`src/rtl/fuel_pkg.sv`:
```
// Shared types and constants for the fuel-pump cost display sequencer.
// Segment patterns are ordered {g,f,e,d,c,b,a}, active-high.
package fuel_pkg;

  typedef enum logic [1:0] {
    IDLE  = 2'd0,
    COUNT = 2'd1,
    DONE  = 2'd2
  } state_t;

  localparam int MAX_COST_DEFAULT = 99;

  localparam logic [6:0] SEG_0     = 7'b0111111;
  localparam logic [6:0] SEG_1     = 7'b0000110;
  localparam logic [6:0] SEG_2     = 7'b1011011;
  localparam logic [6:0] SEG_3     = 7'b1001111;
  localparam logic [6:0] SEG_4     = 7'b1100110;
  localparam logic [6:0] SEG_5     = 7'b1101101;
  localparam logic [6:0] SEG_6     = 7'b1111101;
  localparam logic [6:0] SEG_7     = 7'b0000111;
  localparam logic [6:0] SEG_8     = 7'b1111111;
  localparam logic [6:0] SEG_9     = 7'b1101111;
  localparam logic [6:0] SEG_BLANK = 7'b0000000;

  localparam logic [6:0] SEG_DIGITS [10] = '{
    SEG_0, SEG_1, SEG_2, SEG_3, SEG_4,
    SEG_5, SEG_6, SEG_7, SEG_8, SEG_9
  };

  // tens*10 + ones using shifts only (tens*8 + tens*2 + ones).
  function automatic logic [6:0] bcd_to_bin(input logic [3:0] tens, input logic [3:0] ones);
    return 7'({tens, 3'b000}) + 7'({tens, 1'b0}) + 7'(ones);
  endfunction

endpackage

```
`src/rtl/seg7_decoder.sv`:
```
// Combinational BCD to seven-segment decoder; codes 10..15 are blanked.
module seg7_decoder
  import fuel_pkg::*;
(
  input  logic [3:0] bcd,
  output logic [6:0] seg
);

  always_comb begin
    seg = SEG_BLANK;
    if (bcd < 4'd10) begin
      seg = SEG_DIGITS[bcd];
    end
  end

endmodule

```
`src/rtl/fuel_fsm.sv`:
```
// Fuel-pump cost display sequencer: latches a clamped cost on start and counts
// a two-digit BCD display up to it, one step every TICK_DIV cycles.
module fuel_fsm
  import fuel_pkg::*;
#(
  parameter int TICK_DIV = 1,
  parameter int MAX_COST = MAX_COST_DEFAULT
) (
  input  logic       clk,
  input  logic       reset,
  input  logic       start,
  input  logic [7:0] final_cost,
  output logic [6:0] seg_digit1,
  output logic [6:0] seg_digit2,
  output logic       done
);

  localparam int              TICK_W    = (TICK_DIV > 1) ? $clog2(TICK_DIV) : 1;
  localparam logic [TICK_W-1:0] TICK_LAST = TICK_W'(TICK_DIV - 1);
  localparam logic [6:0]      MAX_T     = 7'(MAX_COST);

  state_t              state_reg;
  logic [3:0]          tens_reg;
  logic [3:0]          ones_reg;
  logic [6:0]          target_reg;
  logic [TICK_W-1:0]   tick_reg;

  logic [6:0]          target_next;
  logic [6:0]          count_bin;

  always_comb begin
    target_next = final_cost[6:0];
    if (final_cost > 8'(MAX_COST)) begin
      target_next = MAX_T;
    end
  end

  assign count_bin = bcd_to_bin(tens_reg, ones_reg);

  always_ff @(posedge clk) begin
    if (!reset) begin
      state_reg  <= IDLE;
      tens_reg   <= 4'd0;
      ones_reg   <= 4'd0;
      target_reg <= 7'd0;
      tick_reg   <= '0;
    end else begin
      case (state_reg)
        IDLE, DONE: begin
          if (start) begin
            target_reg <= target_next;
            tens_reg   <= 4'd0;
            ones_reg   <= 4'd0;
            tick_reg   <= '0;
            state_reg  <= COUNT;
          end
        end
        COUNT: begin
          // Compare before incrementing so the display never overshoots.
          if (count_bin == target_reg) begin
            state_reg <= DONE;
          end else if (tick_reg == TICK_LAST) begin
            tick_reg <= '0;
            if (ones_reg == 4'd9) begin
              ones_reg <= 4'd0;
              tens_reg <= tens_reg + 4'd1;
            end else begin
              ones_reg <= ones_reg + 4'd1;
            end
          end else begin
            tick_reg <= tick_reg + 1'b1;
          end
        end
        default: state_reg <= IDLE;
      endcase
    end
  end

  logic [3:0] digit [2];
  logic [6:0] seg   [2];

  assign digit[0] = tens_reg;
  assign digit[1] = ones_reg;

  generate
    for (genvar gi = 0; gi < 2; gi++) begin : g_dec
      seg7_decoder u_dec (
        .bcd (digit[gi]),
        .seg (seg[gi])
      );
    end
  endgenerate

  assign seg_digit1 = seg[0];
  assign seg_digit2 = seg[1];
  assign done       = (state_reg == DONE);

endmodule

```
`config.mk`:
```
export PLATFORM = sky130hd
export DESIGN_NAME = fuel_fsm
export DESIGN_NICKNAME = d
export VERILOG_FILES = /design/src/rtl/fuel_pkg.sv /design/src/rtl/seg7_decoder.sv /design/src/rtl/fuel_fsm.sv
export SDC_FILE = /design/constraint.sdc
export NUM_CORES = 1
export LEC_CHECK = 0
export ABC_AREA = 1
export BUFFER_PORTS_ARGS = -buffer_cell sky130_fd_sc_hd__clkbuf_2
export CORE_MARGIN = 1
export CORE_UTILIZATION = 29
export CTS_BUF_LIST = sky130_fd_sc_hd__clkbuf_8
export DETAILED_ROUTE_END_ITERATION = 10
export GPL_ROUTABILITY_DRIVEN = 0
export PLACE_DENSITY_LB_ADDON = 0.2
export SLEW_MARGIN = 20
export SYNTH_ARGS = -nofsm -noshare
export SYNTH_HDL_FRONTEND = slang
export SYNTH_HIERARCHICAL = 1
export SYNTH_SLANG_ARGS = --single-unit
export TNS_END_PERCENT = 20
```
`constraint.sdc`:
```
create_clock -name clk -period 3 [get_ports clk]
set_input_delay 0.45 -clock clk [delete_from_list [all_inputs] [get_ports clk]]
set_output_delay 0.45 -clock clk [all_outputs]
set_load 0.02 [all_outputs]
```
## Yosys cells after proc, flatten, opt, wreduce, memory -nomap -nowiden

Memories as Yosys holds them, arrays and structs flattened.
Index checks and enable logic that the tools add are counted.

| storage, ports and cells | value |
|---|---|
| bits of input ports | 11 |
| memories kept | 2 |
| ROM bits | 224 |
| memory bits (writable) | 0 |
| flip-flop bits (word level) | 18 |
| latch bits | 0 |

Memories:

| memory | words | bits a word | read ports | clocked after memory_dff | wr ports | RTL line | RTL |
|---|---|---|---|---|---|---|---|
| (name not given) | 16 | 7 | 1 | 0 | 0 | seg7_decoder.sv:12 | `seg = SEG_DIGITS[bcd];` |
| (name not given) | 16 | 7 | 1 | 0 | 0 | seg7_decoder.sv:12 |  |

| cells by class | value |
|---|---|
| shifts and indexed selects | 0 |
| bitwise operators | 2 |
| multipliers | 0 |
| reduce and logical (&&, ||, !) cells | 8 |
| multiplexer cells | 23 |
| add/subtract/negate cells | 5 |
| $lt $le $gt $ge | 5 |
| divide/modulo/power cells | 0 |
| eq/ne operators | 9 |

Operators by type and width:

| kind | count |
|---|---|
| $mux W7 | 7 |
| $mux W4 | 7 |
| $pmux W4 S2 | 2 |
| $ge A5 B5 Y1 const B | 2 |
| $ne A2 B2 Y1 const B | 5 |
| $not A4 Y5 | 2 |
| $add A4 B1 Y4 const B | 2 |
| $gt A8 B7 Y1 const B | 1 |
| $lt A4 B4 Y1 const B | 2 |
| $add A7 B4 Y7 | 1 |
| $add A7 B5 Y7 | 1 |
| $eq A7 B7 Y1 | 1 |
| $reduce_and A5 Y1 | 1 |
| $eq A4 B4 Y1 const B | 1 |
| $mux W2 | 2 |
| $pmux W2 S2 | 1 |
| $reduce_and A2 Y1 | 2 |
| $reduce_and A4 Y1 | 1 |
| $mux W1 | 3 |
| $reduce_and A3 Y1 | 1 |
| $eq A2 B1 Y1 const B | 1 |
| $eq A2 B2 Y1 const B | 1 |
| $logic_not A2 Y1 | 1 |
| $pmux W1 S2 | 1 |
| other kinds (3) | 3 |

## Depth between registers and ports, before layout

| depth | value |
|---|---|
| word-level depth | 5 |
| depth in mapped cells | 14 |
| gate-level depth less buffers | 14 |

## Hierarchy

The synthesis kept the hierarchy.

Modules (own cells, without submodules):

| module | sequential area each (sq um) | area each (sq um) | instances | cells an instance |
|---|---|---|---|---|
| fuel_fsm | 340.3 | 1257.5 | 1 | 180 |
| seg7_decoder | 0.0 | 211.5 | 2 | 41 |

## Worst setup path before layout

OpenSTA, ideal clock, no wires.

| timing | value |
|---|---|
| path kind | flip-flop to flip-flop |
| start | register tens_reg[2] |
| end | register tens_reg[1] |
| required time | 2.886 ns |
| arrival | 2.422 ns |
| cell stages (with the launch flop) | 14 |
| library setup time | 0.114 ns |
| buffers on the path | 0 |
| slack | 0.464 ns |
| clock period less this slack | 2.536 ns |
| path through | dfxtp_1 -> fa_1 -> fa_1 -> inv_1 -> nand2_1 -> nand2_1 -> nor2_1 -> nand2_1 -> nor2_4 -> nand4_4 -> nand3_4 -> nand2_1 -> nand2_1 -> nor2_2 |

| on the way | value |
|---|---|
| longest elaborated chain between the ends | 5 |

RTL lines:

| element | RTL line | RTL |
|---|---|---|
| from (decl) | fuel_fsm.sv:23 | `logic [3:0] tens_reg;` |
| from (signal assigned) | fuel_fsm.sv:66 | `tens_reg <= tens_reg + 4'd1;` |
| $add A7 B5 Y7 | fuel_pkg.sv:32 | `return 7'({tens, 3'b000}) + 7'({tens, 1'b0}) + 7'(ones);` |
| $add A7 B4 Y7 | fuel_pkg.sv:32 |  |
| $eq A7 B7 Y1 | fuel_fsm.sv:60 | `if (count_bin == target_reg) begin` |
| $ne A2 B2 Y1 (no line) | -- |  |
| $reduce_and A5 Y1 (no line) | -- |  |

No other way between the ends.
A chain may end at the register's enable or synchronous reset.

## Worst setup path after layout

| timing | value |
|---|---|
| start | register tens_reg[0] |
| end | register tens_reg[1] |

| on the way | value |
|---|---|
| longest elaborated chain between the ends | 5 |
| elaborated cells between the ends (all ways) | 10 |
| those cells by class | add/sub: 3; eq/ne: 2; mux: 4; reduce/logical: 1 |

RTL lines:

| element | RTL line |
|---|---|
| $add A7 B5 Y7 / $add A4 B1 Y4 (equally long branches) | fuel_pkg.sv:32, fuel_fsm.sv:66 |
| $add A7 B4 Y7 / $mux W4 (equally long branches) | fuel_pkg.sv:32, fuel_fsm.sv:64 |
| $eq A7 B7 Y1 / $mux W4 (equally long branches) | fuel_fsm.sv:60, fuel_fsm.sv:62 |
| $ne A2 B2 Y1 (no line) / $mux W4 (equally long branches) | -- |
| $reduce_and A5 Y1 (no line) / $pmux W4 S2 (equally long branches) | -- |

Parallel ways exist; a longest one is shown, timed or not. The select of a mux whose other input is x is not followed.

==> Flow_metrics.wiki <==
{| class="wikitable"
! Metric !! Value
|-
| Antenna viol nets, final || 0
|-
| Hold slack final || around 0.39 ns
|-
| Detail-routed via count per cell || about 4.3
|-
| Portion of total power attributed to the clock network || between 10% and 20%
|-
| Cell total after placement || between 300 and 400
|-
| Total standard cell area after synthesis || between 0.0015 and 0.002 mm^2
|-
| CTS tree || built
|-
| Number of top-level pins || 26
|-
| Hold crit path type || input pin to flip-flop
|-
| Initial antenna violation count || 0
|-
| Number of global-route vias before repair || about 1,500
|-
| Maximum number of pins on one net before global-route repair || 19
|-
| Cell depth of the worst hold path || 3
|-
| Hold-fix buffers, CTS || 0
|-
| Synth top area share || a little over 20%
|-
| Maximum fanout count along the critical path || 8
|-
| Total vias in the final route || roughly 1,600
|-
| Number of enable flip-flop cells after synthesis || 0
|-
| Ys async rst share || 0%
|-
| Final setup skew || 0.00930 ns
|-
| Level count of the clock H-tree || 1
|-
| Yosys reg bits || 17
|-
| # port buffers || 25
|-
| Final count of negative-setup-slack endpoints || 0
|-
| Max-slew headroom at the worst pin || roughly three quarters
|-
| Initial standard-cell utilization of the core || about 30%
|-
| Number of design-rule violations left by the first detailed-router iteration || 60
|-
| Total wire length after detailed routing || about 3500 um
|-
| Max-capacitance violation count || 0
|-
| Worst slew pin tran || 0.348 ns
|-
| Most frequent cells after synthesis || sky130_fd_sc_hd__nand2_1 (64), sky130_fd_sc_hd__inv_1 (54), sky130_fd_sc_hd__nor2_1 (22)
|-
| Main area contributors after synthesis || sky130_fd_sc_hd__dfxtp_1 (20%), sky130_fd_sc_hd__ha_1 (15%), sky130_fd_sc_hd__nand2_1 (14%), sky130_fd_sc_hd__inv_1 (12%), sky130_fd_sc_hd__nand3_1 (6.3%)
|-
| Detailed placement HPWL || 2880 um
|-
| Total overflow reported by the global router || 0
|-
| Crit path capture type || flip-flop
|-
| Clock Tree Buf Depth || 2
|-
| Path type of the worst setup path || flip-flop to flip-flop
|-
| Number of different library cells in the post-synthesis netlist || 30
|-
| Share of power burned in registers || between 20% and 30%
|-
| Switching power as a share of total power || 45.3%
|-
| # fillers || between 600 and 700
|-
| Most instantiated library cell after synthesis || sky130_fd_sc_hd__nand2_1
|-
| Number of optimization iterations in the first detailed-route pass || 4
|-
| CP max stage delay || 0.51 ns
|-
| Switching power || about 0.43 mW
|-
| Width of the die || a little under 80 um
|-
| Number of clock sinks || 17
|-
| Global Route Usage Sum || 13.0%
|-
| Post-route cell area || a little under 0.002 mm^2
|-
| Predominant post-synthesis flop cell || sky130_fd_sc_hd__dfxtp_1
|-
| Power density relative to cell area || ~480 mW/mm^2
|-
| Post-route fraction of the period consumed by the critical path || between 80% and 90%
|-
| Synth Net Count || around 300
|-
| Area post-placement || roughly 0.0019 mm^2
|-
| Cell at the slowest stage of the critical path || sky130_fd_sc_hd__dfxtp_1
|-
| Combinational Power Share || about half
|-
| Path depth of the worst reg2reg path || 11
|-
| Buffer type at the clock tree root || sky130_fd_sc_hd__clkbuf_8
|-
| Number of hold-slack violations in the final timing report || 0
|-
| CTS clock-pin slew for the worst setup and hold paths || roughly 0.08 ns
|-
| Post-Syn Area per Cell || between 6 and 7 um^2
|-
| Result of the run || finished clean
|-
| Worst vdd ir || 0.174 mV
|-
| Number of flip-flops under the largest register name || 7
|-
| Worst-skew pair later-pin latency || approximately 0.26 ns
|-
| Wire length of the first global-routing pass || 6420 um
|-
| RSZ-0062 raised after global routing || false
|-
| Final Slew Violations || 0
|-
| Fraction of layout cells with a size suffix above 1 || between 10% and 20%
|-
| Critical Path, Cell by Cell || fa_1 > fa_1 > or2_1 > nand3_2 > nand2_2 > nor2_4 > nand4_4 > nand3_4 > nand2_1 > nand2_1 > nor2_2
|-
| Leakage Power || 1.08 nW
|-
| Die Height || around 80 um
|-
| Peak Freq || approximately 0.39 GHz
|-
| # nets final || 329
|-
| Internal power || slightly above 0.5 mW
|-
| Clock buffers created by TritonCTS || 3
|-
| Core Box Area || ~0.0055 mm^2
|-
| Category of the worst setup path launch point || flip-flop
|-
| Final worst path period need || 2.58 ns
|-
| Setup TNS Final || 0 ns
|-
| Number of cells upsized or downsized after cts || 0
|-
| Count of non-filler cells in the finished layout || 367
|-
| Cell type contributing the most total cell area after synthesis || sky130_fd_sc_hd__dfxtp_1
|-
| Layout overhead on the synthesized area || 17.6%
|-
| Post-CTS setup repair buffer count || 0
|-
| Total Die Area || 0.00610 mm^2
|-
| Final routed DRC violation total || 0
|-
| Number of standard-cell rows in the floorplan || 27
|-
| Antenna diode count || 0
|-
| Cell count after synthesis || between 200 and 300
|-
| WP data required || ~3.2 ns
|-
| Wire per inst || between 9 and 10 um
|-
| Yosys warns || 6
|-
| Critical path data arrival time || roughly 2.8 ns
|-
| Sequential fraction of the synthesis area || 20.3%
|}
[per-stage QoR]
| stage | setup WS, ns | total power [mW] | util, % |
|---|---|---|---|
| detailed placement | 0.421 | 0.775 | 34.8 |
| finish | 0.420 | 0.943 | 35.7 |
| global placement | 0.477 | 0.773 | 34.8 |
| global route | 0.195 | 1.04 | 35.7 |
| floorplan | 0.464 | 0.649 | - |
| CTS | 0.399 | 0.963 | 35.7 |
[final cells by class]
class                   count  area, um^2  share of cell area [%]
clock buffers               3        41.3                    2.09
multi-input cells         182        1100                    55.9
flip-flops and latches     17         340                    17.2
well taps                  72        90.1                    4.56
inverters                  62         233                    11.8
repair buffers             30         163                    8.23
clock inverters             1        5.00                   0.253
[cell usage in the layout, fill, tap and decap left out, drive strengths merged]
| master | n |
|---|---|
| xnor2 | 1 |
| nand2 | 70 |
| buf | 5 |
| fa | 2 |
| o31ai | 3 |
| nand3 | 23 |
| or2 | 2 |
| ha | 20 |
| clkinv | 2 |
| dfxtp | 17 |
| a21oi | 12 |
| nor3 | 6 |
| nand4 | 4 |
| clkbuf | 28 |
| xor2 | 1 |
| o21ai | 6 |
| inv | 61 |
| a211oi | 4 |
| a31oi | 1 |
| nor2 | 27 |
[final timing paths]
check | slack (ns) | start | end
worst min register to register | 0.48 | target_reg[2] | target_reg[2]
worst min-delay path | 0.39 | final_cost[1] | target_reg[1]
worst max-delay path | 0.42 | tens_reg[0] | tens_reg[1]
worst max register to register | 0.42 | tens_reg[0] | tens_reg[1]
[kinds of logic (layout without fill, tap and decap cells)]
logic type               count (synthesis)  count (layout)  share of synthesized area [%]
adder cells (fa/ha/maj)                 22              22                           17.3
AND/OR/NAND/NOR                        132             132                           37.8
flip-flops                              17              17                           20.3
buffers and inverters                   63              96                           14.1
AO/OA/AOI/OAI                           26              26                           9.53
XOR/XNOR                                 2               2                           1.04
[critical path: cells and delay by family, from the launching register on]
family | cells | cell delay [ns]
adder cells (fa/ha/maj) | 2 | 0.97
flip-flops | 1 | 0.51
AND/OR/NAND/NOR | 9 | 1.00
[power by group through the flow]
| stage | sequential (mW) | clock [mW] | combinational (mW) |
|---|---|---|---|
| finish | 0.277 | 0.182 | 0.484 |
| global route | 0.283 | 0.197 | 0.564 |
| CTS | 0.278 | 0.192 | 0.494 |
| detailed placement | 0.283 | 0 | 0.491 |
| global placement | 0.283 | 0 | 0.490 |
| floorplan | 0.287 | 0 | 0.362 |
[layer usage]
metal,up-vias,wire [um],GRT usage (%)
met5,-,0,0
met4,0,51,4.44
met3,5,68,1.40
met2,17,1580,22.6
met1,678,1770,16.5
li1,878,-,-
Note: power is estimated with default switching activity, not from simulation.
